===== src/rtl/seg_pkg.sv =====
// Shared 7-segment constants and the decoded-digit record used by the
// display drivers and the capture path.
package seg_pkg;

   // Active-low segment patterns, bit6..0 = g..a
   localparam logic [6:0] SEG_ZERO  = 7'h40;
   localparam logic [6:0] SEG_ONE   = 7'h79;
   localparam logic [6:0] SEG_TWO   = 7'h24;
   localparam logic [6:0] SEG_THREE = 7'h30;
   localparam logic [6:0] SEG_FOUR  = 7'h19;
   localparam logic [6:0] SEG_FIVE  = 7'h12;
   localparam logic [6:0] SEG_SIX   = 7'h02;
   localparam logic [6:0] SEG_SEVEN = 7'h78;
   localparam logic [6:0] SEG_EIGHT = 7'h00;
   localparam logic [6:0] SEG_NINE  = 7'h10;
   localparam logic [6:0] SEG_BLANK = 7'h7F;

   // BCD value reported for an unrecognised pattern
   localparam logic [3:0] BCD_ERR = 4'hF;

   // Decoded view of one digit
   typedef struct packed {
      logic       err;
      logic       blank;
      logic [3:0] bcd;
   } seg_dec_t;

endpackage


===== src/rtl/seg_pattern_decode.sv =====
// Combinational 7-bit segment pattern to BCD decoder with blank/error flags.
module seg_pattern_decode
   import seg_pkg::*;
(
   input  logic [6:0] pattern,
   output seg_dec_t   dec
);

   // Exact 7-bit match against the known glyphs; anything else is an error
   always_comb begin
      dec.err   = 1'b0;
      dec.blank = 1'b0;
      dec.bcd   = 4'd0;
      case (pattern)
         SEG_ZERO:  dec.bcd = 4'd0;
         SEG_ONE:   dec.bcd = 4'd1;
         SEG_TWO:   dec.bcd = 4'd2;
         SEG_THREE: dec.bcd = 4'd3;
         SEG_FOUR:  dec.bcd = 4'd4;
         SEG_FIVE:  dec.bcd = 4'd5;
         SEG_SIX:   dec.bcd = 4'd6;
         SEG_SEVEN: dec.bcd = 4'd7;
         SEG_EIGHT: dec.bcd = 4'd8;
         SEG_NINE:  dec.bcd = 4'd9;
         SEG_BLANK: dec.blank = 1'b1;
         default: begin
            dec.err = 1'b1;
            dec.bcd = BCD_ERR;
         end
      endcase
   end

endmodule


===== src/rtl/seg_scan_capture.sv =====
// Receive side of a multiplexed 7-segment bus: synchronises the segment and
// strobe lines, waits for a stable pattern, decodes it into a per-digit
// shadow, and commits a coherent frame once every digit has been seen.
module seg_scan_capture
   import seg_pkg::*;
#(
   parameter int DIGITS        = 4,
   parameter int STABLE_CYCLES = 8,
   parameter int CNT_W         = 4
) (
   input  logic                  clk,
   input  logic                  rst_n,
   input  logic [6:0]            seg_in,
   input  logic [DIGITS-1:0]     an_n,
   output logic [4*DIGITS-1:0]   bcd_out,
   output logic [DIGITS-1:0]     blank_out,
   output logic [DIGITS-1:0]     err_out,
   output logic                  frame_valid
);

   localparam int SW = DIGITS + 7;
   localparam logic [CNT_W-1:0] CNT_SAT = CNT_W'(STABLE_CYCLES);
   localparam logic [CNT_W-1:0] CAP_AT  = CNT_W'(STABLE_CYCLES - 2);

   logic [SW-1:0]       sync1;
   logic [SW-1:0]       s;
   logic [SW-1:0]       p;
   logic [CNT_W-1:0]    cnt;
   logic                cap;
   logic [DIGITS-1:0]   strobe;
   logic                strobe_ok;
   logic                cap_ok;
   seg_dec_t            dec;
   logic [DIGITS-1:0]   seen;
   logic [DIGITS-1:0]   seen_base;
   logic [DIGITS-1:0]   seen_next;
   logic                commit_pending;
   logic [4*DIGITS-1:0] shadow_bcd;
   logic [DIGITS-1:0]   shadow_blank;
   logic [DIGITS-1:0]   shadow_err;

   // Two-flop synchroniser plus one delayed copy; idle bus is all ones
   always_ff @(posedge clk or negedge rst_n) begin
      if (!rst_n) begin
         sync1 <= '1;
         s     <= '1;
         p     <= '1;
      end else begin
         sync1 <= {an_n, seg_in};
         s     <= sync1;
         p     <= s;
      end
   end

   // Stability counter: restarts on any change, saturates so it never wraps
   always_ff @(posedge clk or negedge rst_n) begin
      if (!rst_n) begin
         cnt <= '0;
      end else if (s != p) begin
         cnt <= '0;
      end else if (cnt != CNT_SAT) begin
         cnt <= cnt + CNT_W'(1);
      end
   end

   // Single capture strobe per stable window; only one-hot strobes are used
   always_comb begin
      cap       = (s == p) && (cnt == CAP_AT);
      strobe    = ~s[SW-1:7];
      strobe_ok = (strobe != '0) && ((strobe & (strobe - DIGITS'(1))) == '0);
      cap_ok    = cap && strobe_ok;
      // A commit clears the mask; a capture in that same cycle opens the next frame
      seen_base = commit_pending ? '0 : seen;
      seen_next = cap_ok ? (seen_base | strobe) : seen_base;
   end

   seg_pattern_decode u_decode (
      .pattern (s[6:0]),
      .dec     (dec)
   );

   // Seen mask and the one-cycle-delayed commit request
   always_ff @(posedge clk or negedge rst_n) begin
      if (!rst_n) begin
         seen           <= '0;
         commit_pending <= 1'b0;
      end else begin
         seen           <= seen_next;
         commit_pending <= cap_ok && (seen_next == '1);
      end
   end

   // Per-digit shadow registers; recapture simply overwrites
   always_ff @(posedge clk or negedge rst_n) begin
      if (!rst_n) begin
         shadow_bcd   <= '0;
         shadow_blank <= '1;
         shadow_err   <= '0;
      end else if (cap_ok) begin
         for (int i = 0; i < DIGITS; i++) begin
            if (strobe[i]) begin
               shadow_bcd[4*i +: 4] <= dec.bcd;
               shadow_blank[i]      <= dec.blank;
               shadow_err[i]        <= dec.err;
            end
         end
      end
   end

   // Committed outputs change only on a commit, flagged by a one-cycle pulse
   always_ff @(posedge clk or negedge rst_n) begin
      if (!rst_n) begin
         bcd_out     <= '0;
         blank_out   <= '1;
         err_out     <= '0;
         frame_valid <= 1'b0;
      end else begin
         frame_valid <= commit_pending;
         if (commit_pending) begin
            bcd_out   <= shadow_bcd;
            blank_out <= shadow_blank;
            err_out   <= shadow_err;
         end
      end
   end

endmodule

===== config.mk =====
export PLATFORM = sky130hd
export DESIGN_NAME = seg_scan_capture
export DESIGN_NICKNAME = d
export VERILOG_FILES = /design/src/rtl/seg_pkg.sv /design/src/rtl/seg_pattern_decode.sv /design/src/rtl/seg_scan_capture.sv
export SDC_FILE = /design/constraint.sdc
export NUM_CORES = 1
export LEC_CHECK = 0
export ABC_AREA = 1
export CORE_MARGIN = 5
export CORE_UTILIZATION = 56
export CTS_CLUSTER_SIZE = 30
export DETAILED_ROUTE_END_ITERATION = 7
export GPL_TIMING_DRIVEN = 0
export PLACE_DENSITY = 0.79
export SETUP_SLACK_MARGIN = 0.3
export SLEW_MARGIN = 20
export SYNTH_ARGS = -nofsm -noshare
export SYNTH_HDL_FRONTEND = slang
export SYNTH_SLANG_ARGS = --single-unit

===== constraint.sdc =====
create_clock -name clk -period 2.2 [get_ports clk]
set_input_delay 0.44 -clock clk [delete_from_list [all_inputs] [get_ports clk]]
set_output_delay 0.44 -clock clk [all_outputs]
set_load 0.1 [all_outputs]

==> metrics.yaml, run 1 <==
crit_path_end_kind: "register"
ys_types: 29
cp_data_required_time_ps: 2500
clock.fmax_mhz: 561
maxSlewHeadroom: 0.635
drt_wl_total_um: 6540
h-tree-depth: 3
whs_ps: 10.0
startpoint: "s[1]$_DFF_PN1_"
first_pass_iters: 6
period_needed_ps: 1780
synth-seq-cells: 91
cts_made_buffers: 9
drv_cap: 0
post_drt_wl_per_cell_um: 12.9
finalMaxSlewViolations: 0
initial_core_util: 0.573
fp.dieW_um: 90.4
setup_viol: 0
fin_crit_sh: 0.810
p_leak_nw: 2.15
critical_path_arrival_ps: 2080
drive_gt1_frac: 0.296
syn_area_per_cell_sq_um: 9.89
r2r_slack_ps: 420
antenna_cells: 0
place_area_sq_um: 4110
syn_area_sq_um: 3620
grt_pass1_wl_um: 11000
skew_ps: 14.0
grt_pass1_vias: 2434
status: "complete, no violations"
syn_nets: 382
final_area_sq_um: 4420
globalRouteOverflowTotal: 0
nNetsFinal: 443
area_delta_synth_final_pct: 22.1
clk_latency_ps: 370
port_buffers: 37
synth.area.top_cells: "dfrtp_1 (35%), dfstp_2 (30%), nand2_1 (14%)"
p_per_area_nw_per_um2: 660
rsz0062_at_grt: "yes"
hold_viol_final: 0
criticalPathCategory: "reg2reg"
reg2reg_from: "s[1]$_DFF_PN1_"
ctsHoldBuffers: 0
synth-seq-area-share: 0.643
io_pins: 38
synth_warnings: 0
clkTransAtPathRegs_ps: 100
grt_max_degree: 58
tns_ps: 0
clk_path_buf_depth: 2
netlist_instances: 366
hold_class: "in2async"
post_drt_via_cell_ratio: 4.97
cts_tree: "built"
clock-sinks: 91
root_buffer: "clkbuf_8"
antenna_found_initial: 0
die_area_sq_um: 8170
core_sq_um: 6310
grt_usage: 0.165
via_count: 2531
num-fill-cells: 480
worstSetupStartpointType: "register"
peakVddDrop_uv: 517
ant_nets: 0
synthDominantAreaCellType: "dfrtp_1"
critical_path_peak_fanout: 5
drtIter0Drc: 130
drcViolationCount: 0
dp_hpwl_um: 4370
max_slew.worst_pin.slew_ps: 550
rows: 29
gp_congestion: 0.840
yosysTopAreaCellShare: 0.346
fp.dieH_um: 90.4
synthesized netlist by cell type, drive strengths merged:
cell type    n
o2111a       1
buf          1
o211ai       1
a21oi        2
nand4        6
clkbuf       5
nand3       14
inv         37
nor3         3
o21ai       26
xnor2        6
nor2        29
dfstp       41
dfrtp       50
clkinv       3
ha           3
xor2         3
nand2      135
state kept, by name, summed over array words and instances, names as in the netlist:
name            count
blank_out           4
cnt                 4
commit_pending      1
shadow_blank        4
err_out             4
bcd_out            16
p                  11
seen                4
sync1              11
s                  11
frame_valid         1
shadow_bcd         16
shadow_err          4
worst max-delay path: stages (launching register included):
cell and delay [ps]:
dfstp_2 560, inv_2 60, nand2_1 60, nand2_1 60
nor2_2 140, nand2_2 110, nor2_8 180, nand2_4 90
inv_4 80, nand3_4 110, inv_4 110, nand2_1 60
nand2_1 90
report_power, final:
part / switching, mW / leakage [nW] / total, mW / internal (mW)
Clock: 0.608 / 0.0900 / 1.03 / 0.418
Combinational: 0.0860 / 0.932 / 0.140 / 0.0543
Sequential: 0.0230 / 1.13 / 1.75 / 1.73
metal layers:
metal | up-vias | global-route usage | part of all wire
li1 | 1253 | - | -
met1 | 1209 | 0.205 | 0.43
met2 | 58 | 0.269 | 0.50
met3 | 11 | 0.0442 | 0.056
met4 | 0 | 0.0732 | 0.019
met5 | - | 0 | 0
metrics by stage:
step                setup slack, ps  cells  total power [mW]  utilization
global route                    243    509              3.03        0.700
detailed placement              113    481              1.91        0.651
floorplan                       584    366              1.84            -
CTS                             290    497              2.93        0.684
finish                          418    509              2.92        0.700
global placement              -2320    480              1.90        0.647
logic make-up (layout without fill, tap and decap cells):
group	after synthesis	after routing	synth area share
compound gates	30	30	0.0439
xor+xnor	9	9	0.0218
fa+ha+maj	3	3	0.0104
buf+inv	46	111	0.0505
flops	91	91	0.643
simple gates	187	188	0.230
placed cells by master, fill, tap and decap left out, drive strengths merged, types with 11 or more instances in the layout:
cell type      synthesis  layout
clkdlybuf4s50          0      11
inv                   37      41
dfstp                 41      41
dfrtp                 50      50
nand2                135     135
clkdlybuf4s15          0      21
o21ai                 26      26
nand3                 14      15
clkbuf                 5      14
buf                    1      18
nor2                  29      29
timing repair:
item,4_1_cts,5_1_grt
setup buffers,0,11
gates resized for setup,77,19
endpoints found under the setup margin,33,22
cloned,0,1
pin swaps,0,5
cell type report:
class / instances / area (sq um) / area share
Sequential cell: 91 / 2330 / 0.527
Tap cell: 77 / 96.3 / 0.0218
Clock inverter: 7 / 52.6 / 0.0119
Buffer: 6 / 30.0 / 0.00680
Multi-Input combinational cell: 230 / 1140 / 0.259
Clock buffer: 9 / 124 / 0.0280
Inverter: 40 / 158 / 0.0357
Timing Repair Buffer: 49 / 484 / 0.110
path summary, 6_finish.rpt:
check / to / depth (start not counted)
max reg2reg: shadow_bcd[8]$_DFFE_PN0P_ / 12
max in group asynchronous: sync1[7]$_DFF_PN1_ / 2
min reg2reg: s[5]$_DFF_PN1_ / 0
max: shadow_bcd[8]$_DFFE_PN0P_ / 12
min: bcd_out[13]$_DFFE_PN0P_ / 1
min in group clk: s[5]$_DFF_PN1_ / 0
Note: power is estimated with default switching activity, not from simulation.
==> inputs of run 2 (changes only) <==
==> constraint.sdc (replaced) <==
create_clock -name clk -period 1.86 [get_ports clk]
set_input_delay 0.372 -clock clk [delete_from_list [all_inputs] [get_ports clk]]
set_output_delay 0.372 -clock clk [all_outputs]
set_load 0.1 [all_outputs]
==> metrics.yaml, run 2 (synthesized netlist as in run 1, its figures left out) <==
fp.dieW_um: 90.4
startpoint: "s[5]$_DFF_PN1_"
setup_ws_ps: 37.6
die_area_sq_um: 8170
core_sq_um: 6310
status: "complete, no violations"
via_count: 2776
critical_path_arrival_ps: 2070
crit_path_end_kind: "register"
clkTransAtPathRegs_ps: 80
criticalPathCategory: "reg2reg"
num-fill-cells: 391
dp_hpwl_um: 4500
port_buffers: 37
drtIter0Drc: 235
grt_usage: 0.195
globalRouteOverflowTotal: 0
area_delta_synth_final_pct: 32.9
post_drt_via_cell_ratio: 5.25
finalPower_mw: 3.61
final_common_cell: "nand2_1"
cts_made_buffers: 9
initial_core_util: 0.573
finalMaxSlewViolations: 0
maxSlewHeadroom: 0.622
root_buffer: "clkbuf_8"
clk_path_buf_depth: 2
drv_cap: 0
ant_nets: 0
rsz0062_at_grt: "yes"
grt_use_met2: 0.321
grt_max_degree: 48
fp.dieH_um: 90.4
reg2reg_from: "s[5]$_DFF_PN1_"
post_drt_wl_per_cell_um: 15.4
dp_slack_ps: -154
peakVddDrop_uv: 1050
period_needed_ps: 1820
worstSetupStartpointType: "register"
clock-sinks: 91
grt_pass1_wl_um: 12800
top_regs: "bcd_out x16, shadow_bcd x16"
grtUsageMet1: 0.239
hold_viol_final: 0
io_pins: 38
instances_no_fill: 529
antenna_cells: 0
fin_crit_sh: 0.980
cts_tree: "built"
busiest_layer: "met2"
final_cell_mix: "nand2_1 (110), dfrtp_1 (50), dfstp_2 (41), inv_1 (25), buf_4 (20)"
p_leak_nw: 2.38
drt_wl_total_um: 8170
drive_gt1_frac: 0.429
nNetsFinal: 463
clock.fmax_mhz: 549
skew_ps: 8.89
rows: 29
dp_cells: 481
first_pass_iters: 4
clk_latency_ps: 350
gp_congestion: 0.874
critical_path_peak_fanout: 5
use_met3: 0.0558
antenna_found_initial: 0
drcViolationCount: 0
setup_viol: 0
p_per_area_nw_per_um2: 750
cp_data_required_time_ps: 2110
max_slew.worst_pin.slew_ps: 566
grt_pass1_vias: 2774
h-tree-depth: 3
hold_class: "in2async"
==> run 2: cell count changes in the layout (fill, tap and decap cells not counted), moves of 4 or more <==
cell             delta
nand2_4             +5
buf_2              +14
nand2_2            +15
o21ai_1             -7
buf_4               +8
nand3_1             -5
nor2_1              -6
clkdlybuf4s15_2    -21
nand2_1            -20
o21ai_2             +7
buf_6              +11
nor2_4              +4
==> run 2: path summary, 6_finish.rpt <==
path	to	slack, ps	depth (start not counted)
setup reg to reg	shadow_bcd[15]$_DFFE_PN0P_	40	10
hold / removal	err_out[2]$_DFFE_PN0P_	7	1
min in group clk	s[3]$_DFF_PN1_	350	0
hold reg to reg	s[3]$_DFF_PN1_	350	0
setup / recovery	shadow_bcd[15]$_DFFE_PN0P_	40	10
max in group asynchronous	s[10]$_DFF_PN1_	1160	2
==> run 2: through the flow <==
| stage | cell area (sq um) | hold slack, ps | setup TNS [ps] | util |
|---|---|---|---|---|
| 5_1_grt | 4810 | 37.8 | -132 | 0.762 |
| 3_3_place_gp | 4090 | 345 | -198110 | 0.648 |
| 2_1_floorplan | 3620 | 76.4 | 0 | - |
| 3_5_place_dp | 4110 | 347 | -602 | 0.650 |
| 6_report | 4810 | 7.07 | 0 | 0.762 |
| 4_1_cts | 4470 | 18.1 | 0 | 0.708 |
==> run 2: power breakdown <==
group | switching, mW | internal [mW] | leakage [nW]
Sequential | 0.0283 | 2.04 | 1.13
Clock | 0.654 | 0.657 | 0.0926
Combinational | 0.131 | 0.0926 | 1.16
Total | 0.813 | 2.79 | 2.38
==> run 2: per-layer routing <==
layer	vias to the layer above	part of all wire
li1	1310	-
met1	1360	0.41
met3	16	0.049
met2	90	0.52
met4	0	0.024
met5	-	0
==> run 2: area by class of cell <==
class / count / area [sq um] / share of cell area
timing repair buffer: 68 / 593 / 0.123
tap: 77 / 96.3 / 0.0200
multi-input combinational: 231 / 1400 / 0.290
clock inverter: 4 / 50.0 / 0.0104
clock buffer: 12 / 145 / 0.0302
inverter: 40 / 166 / 0.0346
sequential: 91 / 2330 / 0.484
buffer: 6 / 36.3 / 0.00754
==> run 2: critical path, stage by stage (launching register included) <==
cell and delay (ps):
dfstp_2 590, inv_4 50, nand2_2 70, nand2_2 60, nor2_2 100, nand2_2 110
nor2_8 190, nand4_4 150, buf_8 180, nor2_1 140, nor2_1 70
==> run 2: repair_timing <==
item | 4_1_cts | 5_1_grt
hold buffers | 0 | 0
pin swaps | 26 | 24
cloned | 2 | 1
buffers inserted | 20 | 9
endpoints found under the setup margin | 77 | 41
resized for setup | 160 | 65
